File: src/rtl/timer_bank_pkg.sv
// Register map constants and helpers shared by timer_bank and timer_bank_channel.
package timer_bank_pkg;

    localparam logic [1:0] REG_CTRL    = 2'd0;
    localparam logic [1:0] REG_COMPARE = 2'd1;
    localparam logic [1:0] REG_COUNT   = 2'd2;
    localparam logic [1:0] REG_STATUS  = 2'd3;

    localparam int unsigned CTRL_ENABLE       = 0;
    localparam int unsigned CTRL_PERIODIC     = 1;
    localparam int unsigned CTRL_IRQ_EN       = 2;
    localparam int unsigned CTRL_COUNT_CLEAR  = 3;
    localparam int unsigned CTRL_ACK          = 4;
    localparam int unsigned CTRL_PRESCALE_LSB = 8;

    localparam int unsigned STATUS_PENDING = 0;
    localparam int unsigned STATUS_RUNNING = 1;

    localparam logic [31:0] COMPARE_RESET = 32'hFFFF_FFFF;

    // Replace only the bytes selected by mask.
    function automatic logic [31:0] byte_merge(input logic [31:0] old_val,
                                               input logic [31:0] new_val,
                                               input logic [3:0]  mask);
        logic [31:0] merged;
        merged = old_val;
        for (int i = 0; i < 4; i++) begin
            if (mask[i]) merged[8*i +: 8] = new_val[8*i +: 8];
        end
        return merged;
    endfunction

endpackage

File: src/rtl/timer_bank_channel.sv
// One timer channel: CTRL/COMPARE/COUNT/STATUS registers, counter and match logic.
// Optional per-channel prescaler when TIMER_BANK_PRESCALE_EN is defined.
module timer_bank_channel
    import timer_bank_pkg::*;
#(
    parameter int unsigned WIDTH = 32
) (
    input  logic        clk,
    input  logic        reset,
    input  logic        wr,
    input  logic [3:0]  we,
    input  logic [1:0]  reg_idx,
    input  logic [31:0] wdata,
    output logic [31:0] rdata,
    output logic        irq
);

    logic             enable_q, enable_d;
    logic             periodic_q, periodic_d;
    logic             irq_en_q, irq_en_d;
    logic             pending_q, pending_d;
    logic [WIDTH-1:0] compare_q, compare_d;
    logic [WIDTH-1:0] count_q, count_d;
    logic [31:0]      compare_merged, count_merged;
    logic [7:0]       prescale_rd;
    logic             wr_ctrl, ctrl_lo, count_clear, ack;
    logic             div_hit, tick, match;

    assign wr_ctrl     = wr && (reg_idx == REG_CTRL);
    assign ctrl_lo     = wr_ctrl && we[0];
    assign count_clear = wr_ctrl && wdata[CTRL_COUNT_CLEAR];
    assign ack         = wr_ctrl && wdata[CTRL_ACK];

    assign compare_merged = byte_merge(32'(compare_q), wdata, we);
    assign count_merged   = byte_merge(32'(count_q), wdata, we);

`ifdef TIMER_BANK_PRESCALE_EN
    logic [7:0] prescale_q, prescale_d;
    logic [7:0] div_q, div_d;

    // >= keeps the divider from running away if P is lowered mid-count.
    assign div_hit     = (div_q >= prescale_q);
    assign prescale_rd = prescale_q;

    always_comb begin
        prescale_d = prescale_q;
        div_d      = div_q;
        if (wr_ctrl && we[1]) prescale_d = wdata[CTRL_PRESCALE_LSB +: 8];
        if (!enable_q || div_hit || count_clear) begin
            div_d = '0;
        end else begin
            div_d = div_q + 8'd1;
        end
    end

    always_ff @(posedge clk or posedge reset) begin
        if (reset) begin
            prescale_q <= '0;
            div_q      <= '0;
        end else begin
            prescale_q <= prescale_d;
            div_q      <= div_d;
        end
    end
`else
    assign div_hit     = 1'b1;
    assign prescale_rd = '0;
`endif

    assign tick  = enable_q && div_hit;
    assign match = tick && (count_q == compare_q);

    // Later assignments carry precedence: writes beat the tick, match beats ack.
    always_comb begin
        enable_d   = enable_q;
        periodic_d = periodic_q;
        irq_en_d   = irq_en_q;
        pending_d  = pending_q;
        compare_d  = compare_q;
        count_d    = count_q;

        if (match) begin
            if (periodic_q) count_d = '0;
            else            enable_d = 1'b0;
        end else if (tick) begin
            if (count_q > compare_q) count_d = '0;
            else                     count_d = count_q + WIDTH'(1);
        end

        if (ack)   pending_d = 1'b0;
        if (match) pending_d = 1'b1;

        if (ctrl_lo) begin
            enable_d   = wdata[CTRL_ENABLE];
            periodic_d = wdata[CTRL_PERIODIC];
            irq_en_d   = wdata[CTRL_IRQ_EN];
        end
        if (count_clear) count_d = '0;
        if (wr && (reg_idx == REG_COUNT))   count_d   = count_merged[WIDTH-1:0];
        if (wr && (reg_idx == REG_COMPARE)) compare_d = compare_merged[WIDTH-1:0];
    end

    always_ff @(posedge clk or posedge reset) begin
        if (reset) begin
            enable_q   <= 1'b0;
            periodic_q <= 1'b0;
            irq_en_q   <= 1'b0;
            pending_q  <= 1'b0;
            compare_q  <= COMPARE_RESET[WIDTH-1:0];
            count_q    <= '0;
        end else begin
            enable_q   <= enable_d;
            periodic_q <= periodic_d;
            irq_en_q   <= irq_en_d;
            pending_q  <= pending_d;
            compare_q  <= compare_d;
            count_q    <= count_d;
        end
    end

    always_comb begin
        rdata = '0;
        unique case (reg_idx)
            REG_CTRL: begin
                rdata[CTRL_ENABLE]               = enable_q;
                rdata[CTRL_PERIODIC]             = periodic_q;
                rdata[CTRL_IRQ_EN]               = irq_en_q;
                rdata[CTRL_PRESCALE_LSB +: 8]    = prescale_rd;
            end
            REG_COMPARE: rdata = 32'(compare_q);
            REG_COUNT:   rdata = 32'(count_q);
            REG_STATUS: begin
                rdata[STATUS_PENDING] = pending_q;
                rdata[STATUS_RUNNING] = enable_q;
            end
        endcase
    end

    assign irq = pending_q && irq_en_q;

endmodule

File: src/rtl/timer_bank.sv
// Multi-channel memory-mapped timer: address/write decode, read mux and interrupt OR.
// Build option: TIMER_BANK_PRESCALE_EN adds an 8-bit per-channel prescaler in CTRL[15:8].
module timer_bank
    import timer_bank_pkg::*;
#(
    parameter int unsigned CHANNELS = 4,
    parameter int unsigned WIDTH    = 32,
    parameter int unsigned AW       = $clog2(CHANNELS) + 2
) (
    input  logic                clk,
    input  logic                reset,
    input  logic                sel,
    input  logic [3:0]          we,
    input  logic [AW-1:0]       addr,
    input  logic [31:0]         wdata,
    output logic [31:0]         rdata,
    output logic [CHANNELS-1:0] irq_vec,
    output logic                irq
);

    logic [AW-1:0] ch_sel;
    logic [1:0]    reg_idx;
    logic          wr_any;
    logic [31:0]   ch_rdata [CHANNELS];

    assign ch_sel  = addr >> 2;
    assign reg_idx = addr[1:0];
    assign wr_any  = sel && (we != 4'b0000);

    for (genvar i = 0; i < CHANNELS; i++) begin : g_ch
        timer_bank_channel #(
            .WIDTH(WIDTH)
        ) u_channel (
            .clk     (clk),
            .reset   (reset),
            .wr      (wr_any && (ch_sel == AW'(i))),
            .we      (we),
            .reg_idx (reg_idx),
            .wdata   (wdata),
            .rdata   (ch_rdata[i]),
            .irq     (irq_vec[i])
        );
    end

    // Channel indices with no instance fall through to zero.
    always_comb begin
        rdata = '0;
        for (int i = 0; i < CHANNELS; i++) begin
            if (ch_sel == AW'(i)) rdata = ch_rdata[i];
        end
    end

    assign irq = |irq_vec;

endmodule

File: config.mk
export PLATFORM = sky130hd
export DESIGN_NAME = timer_bank
export DESIGN_NICKNAME = d
export VERILOG_FILES = /design/src/rtl/timer_bank_pkg.sv /design/src/rtl/timer_bank_channel.sv /design/src/rtl/timer_bank.sv
export SDC_FILE = /design/constraint.sdc
export NUM_CORES = 1
export LEC_CHECK = 0
export CAP_MARGIN = 5
export CORE_ASPECT_RATIO = 2
export CORE_UTILIZATION = 45
export DETAILED_ROUTE_END_ITERATION = 7
export PLACE_DENSITY_LB_ADDON = 0.3
export SYNTH_ARGS = -nofsm -noshare
export SYNTH_HDL_FRONTEND = slang
export SYNTH_SLANG_ARGS = --single-unit
File: constraint.sdc
create_clock -name clk -period 12.8 [get_ports clk]
set_clock_uncertainty 0.15 [all_clocks]
set_input_delay 1.28 -clock clk [delete_from_list [all_inputs] [get_ports clk]]
set_output_delay 1.28 -clock clk [all_outputs]
set_load 0.01 [all_outputs]
==> results.sh <==
export IMPL_min_from="g_ch[2].u_channel.compare_q[8]$_DFFE_PP1P_"
export IMPL_required_ns=11.37
export IMPL_critical_path_class="primary input to output port"
export IMPL_intPower_mw=2.20
export IMPL_synth_seq_cells=272
export IMPL_crit_arrival_ns=5.10
export IMPL_r2r_start="g_ch[1].u_channel.compare_q[31]$_DFFE_PP1P_"
export IMPL_power_frac_comb_pct=35.3
export IMPL_ys_flop_type="dfrtp_1"
export IMPL_grt_usage_pct=31.5
export IMPL_drt_wirelength_per_cell_um=23.9
export IMPL_cap_violations=0
export IMPL_overflow=0
export IMPL_powerDensity_nw_per_um2=177
export IMPL_clk_pin_slew_ns=0.07
export IMPL_grt_pass1_vias=18800
export IMPL_max_freq_mhz=153
export IMPL_synth_seq_area_share_pct=36.0
export IMPL_final_hold_viol_count=0
export IMPL_htree_num_levels=1
export IMPL_start_util_pct=45.5
export IMPL_startpoint_type="primary input"
export IMPL_r2r_end="g_ch[1].u_channel.count_q[31]$_DFFE_PP0P_"
export IMPL_synthXorXnorAreaFrac_pct=0
export IMPL_grt_antenna_before_repair=0
export IMPL_syn_to_final_growth_pct=9.85
export IMPL_drt_pass1_iter_count=6
export IMPL_synthTopCellsByArea="dfrtp_1, dfstp_2, ha_1"
export IMPL_synth_async_reset_ratio_pct=100
export IMPL_num_vias=18800
export IMPL_cts_sinks=272
export IMPL_crit_path_max_fanout=87
export IMPL_setup_worst_path_end_class="output port"
export IMPL_ir_drop_uv=96.9
export IMPL_syn_num_nets=2526
export IMPL_dpl_hpwl_um=49700
export IMPL_ios=80
export IMPL_yosys_area_top_type="dfrtp_1"
export IMPL_synthAdderAreaFrac_pct=8.93
export IMPL_antenna_cells=0
export IMPL_gp_congestion=0.948
export IMPL_final_cells=2869
export IMPL_period_minus_slack_ns=6.53
export IMPL_cts_root_buf="clkbuf_16"
export IMPL_ff2ff_path_depth=9
export IMPL_maxSlewHeadroom_pct=16.7
export IMPL_tightest_slew_ns=1.25
export IMPL_fp_row_count=107
export IMPL_numPortBuffers=79
export IMPL_place_ws_ns=6.33
export IMPL_avgViaCountPerCell=6.56
export IMPL_avgSynthCellArea_um2=8.24
export IMPL_dp_cells=2820
export IMPL_synth_top_area_share_pct=18.6
export IMPL_slew_violations=0
export IMPL_rsz0062_at_grt="false"
export IMPL_drc=0
export IMPL_min_to="g_ch[2].u_channel.compare_q[8]$_DFFE_PP1P_"
export IMPL_grt_pass1_wl_um=106000
export IMPL_die_h_um=295
export IMPL_cts_path_max_buffers=3
export IMPL_swShare_pct=41.5
export IMPL_wl_um=68600
export IMPL_hold_depth=2
export IMPL_clk_latency_ns=0.57
export IMPL_synthMuxAreaShare_pct=1.14
export IMPL_p_sw_mw=1.56
export IMPL_ys_warn_count=0
export IMPL_clockPowerShare_pct=23.3
export IMPL_post_cts_buffers=0
export IMPL_leakagePower_nw=8.54
export IMPL_cts_tree="yes"
export IMPL_coreArea_um2=42400
export IMPL_synth_cell_types=73
export IMPL_fin_nets=2485
export IMPL_drt_iter0_drc=1442
export IMPL_synthCells=2345
export IMPL_setup_ws_ns=6.27
export IMPL_final_cell_mix="nand2_1, o21ai_0, inv_1"
export IMPL_reg2reg_slack_ns=7.96
export IMPL_antenna_left=0
export IMPL_netlist_area_um2=19300
export IMPL_synth_compound_area_share_pct=29.3
export IMPL_outcome="complete, no violations"
export IMPL_postCtsHoldBufs=0
export IMPL_synth_top_family_by_area="compound AO/OA/AOI/OAI gates"
export IMPL_grt_max_degree=129
export IMPL_finalCritPeriodShare_pct=51.0
export IMPL_drive_above_1_share_pct=9.98
export IMPL_die_area_um2=43800
export IMPL_synth_simple_gate_area_share_pct=17.1
export IMPL_cts_repair_resized=0
export IMPL_die_x_um=149
export IMPL_numCtsBuffers=27
export IMPL_fin_tns_setup_ns=0
export IMPL_finalSetupViolCount=0
export IMPL_min_path_type="register to register"
export IMPL_final_common_cell="nand2_1"
export IMPL_seq_power_share_pct=41.4
export IMPL_synth_edff_count=0
==> worst max-delay path, cell delays in order <==
cell,delay (ns)
clkdlybuf4s50_1,0.52
inv_1,0.19
ha_4,0.52
buf_4,0.87
inv_1,0.25
o21ai_0,0.23
a211oi_1,0.11
a2111oi_0,0.45
clkdlybuf4s50_1,0.63
==> sequential cells by signal, summed over array words and instances (netlist names) <==
signal,flops
g_ch.u_channel.compare_q,128
g_ch.u_channel.count_q,128
g_ch.u_channel.enable_q,4
g_ch.u_channel.irq_en_q,4
g_ch.u_channel.pending_q,4
g_ch.u_channel.periodic_q,4
==> per-stage QoR <==
step / cell area [um2] / total power, mW / hold slack, ns / util (%)
final: 21200 / 3.76 / 0.365 / 50.0
after global routing: 21200 / 3.98 / 0.386 / 50.0
after CTS: 21200 / 3.74 / 0.367 / 50.0
after detailed placement: 20300 / 2.86 / 0.354 / 47.8
after global placement: 20300 / 2.80 / 0.347 / 47.8
after floorplan: 19300 / 2.38 / 0.335 / -
==> cell families after synthesis <==
kind of cell               after synthesis
buffers and inverters                  370
and+or+nand+nor                        693
muxes                                   17
AOI/OAI and AO/OA                      855
adders and majority gates              138
DFF                                    272
==> synth_stat cells (6+ instances only) <==
library cell	number
a21o_1	10
dfstp_2	128
buf_2	12
o31ai_1	39
nor4_1	10
o22ai_1	40
or4_1	9
clkbuf_1	127
o21a_1	15
inv_1	200
a32oi_1	22
o211ai_1	7
a222oi_1	10
nand2b_1	14
nand4_1	46
nand2_1	302
clkbuf_2	14
a22oi_1	89
ha_1	138
a22o_1	67
o2bb2ai_1	11
dfrtp_1	144
o21ai_0	257
a221oi_1	57
nor2_1	98
a211oi_1	32
o21ai_1	8
a21oi_1	150
o41ai_1	16
or2_2	6
mux2_2	10
buf_1	11
and4_1	14
and2_1	10
nor3_1	23
or3_1	13
nand3_1	74
nor2b_1	35
and3_1	26
==> power groups by stage <==
stage / clock network (mW) / registers (mW) / logic, mW
2_1_floorplan: 0 / 1.41 / 0.962
3_3_place_gp: 0 / 1.54 / 1.26
3_5_place_dp: 0 / 1.55 / 1.31
4_1_cts: 0.880 / 1.54 / 1.31
5_1_grt: 0.909 / 1.59 / 1.48
6_report: 0.873 / 1.55 / 1.33
==> worst max path at each step <==
stage	start	end	slack, ns	cells past startpoint
2_1_floorplan	reset	g_ch[0].u_channel.count_q[0]$_DFFE_PP0P_	4.09	1
3_3_place_gp	addr[0]	rdata[2]	6.35	9
3_5_place_dp	addr[0]	rdata[2]	6.33	9
4_1_cts	addr[0]	rdata[2]	6.31	9
5_1_grt	addr[0]	rdata[2]	6.17	9
6_report	addr[0]	rdata[2]	6.27	9
==> cell type report <==
| type | count | area [um2] |
|---|---|---|
| timing repair buffer | 100 | 941 |
| tap | 545 | 682 |
| multi-input combinational | 1703 | 11000 |
| clock inverter | 9 | 123 |
| inverter | 200 | 758 |
| clock buffer | 40 | 805 |
| fill | 4005 | 21200 |
| sequential | 272 | 6970 |
==> per-layer routing <==
| layer | routed length [um] | up-vias | track usage (%) |
|---|---|---|---|
| met5 | 0 | - | 0 |
| met4 | 5920 | 0 | 24.9 |
| met3 | 3870 | 264 | 3.13 |
| met2 | 34300 | 795 | 55.0 |
| met1 | 24500 | 9218 | 34.5 |
| li1 | - | 8533 | - |
Power figures use the tool's default switching activity.
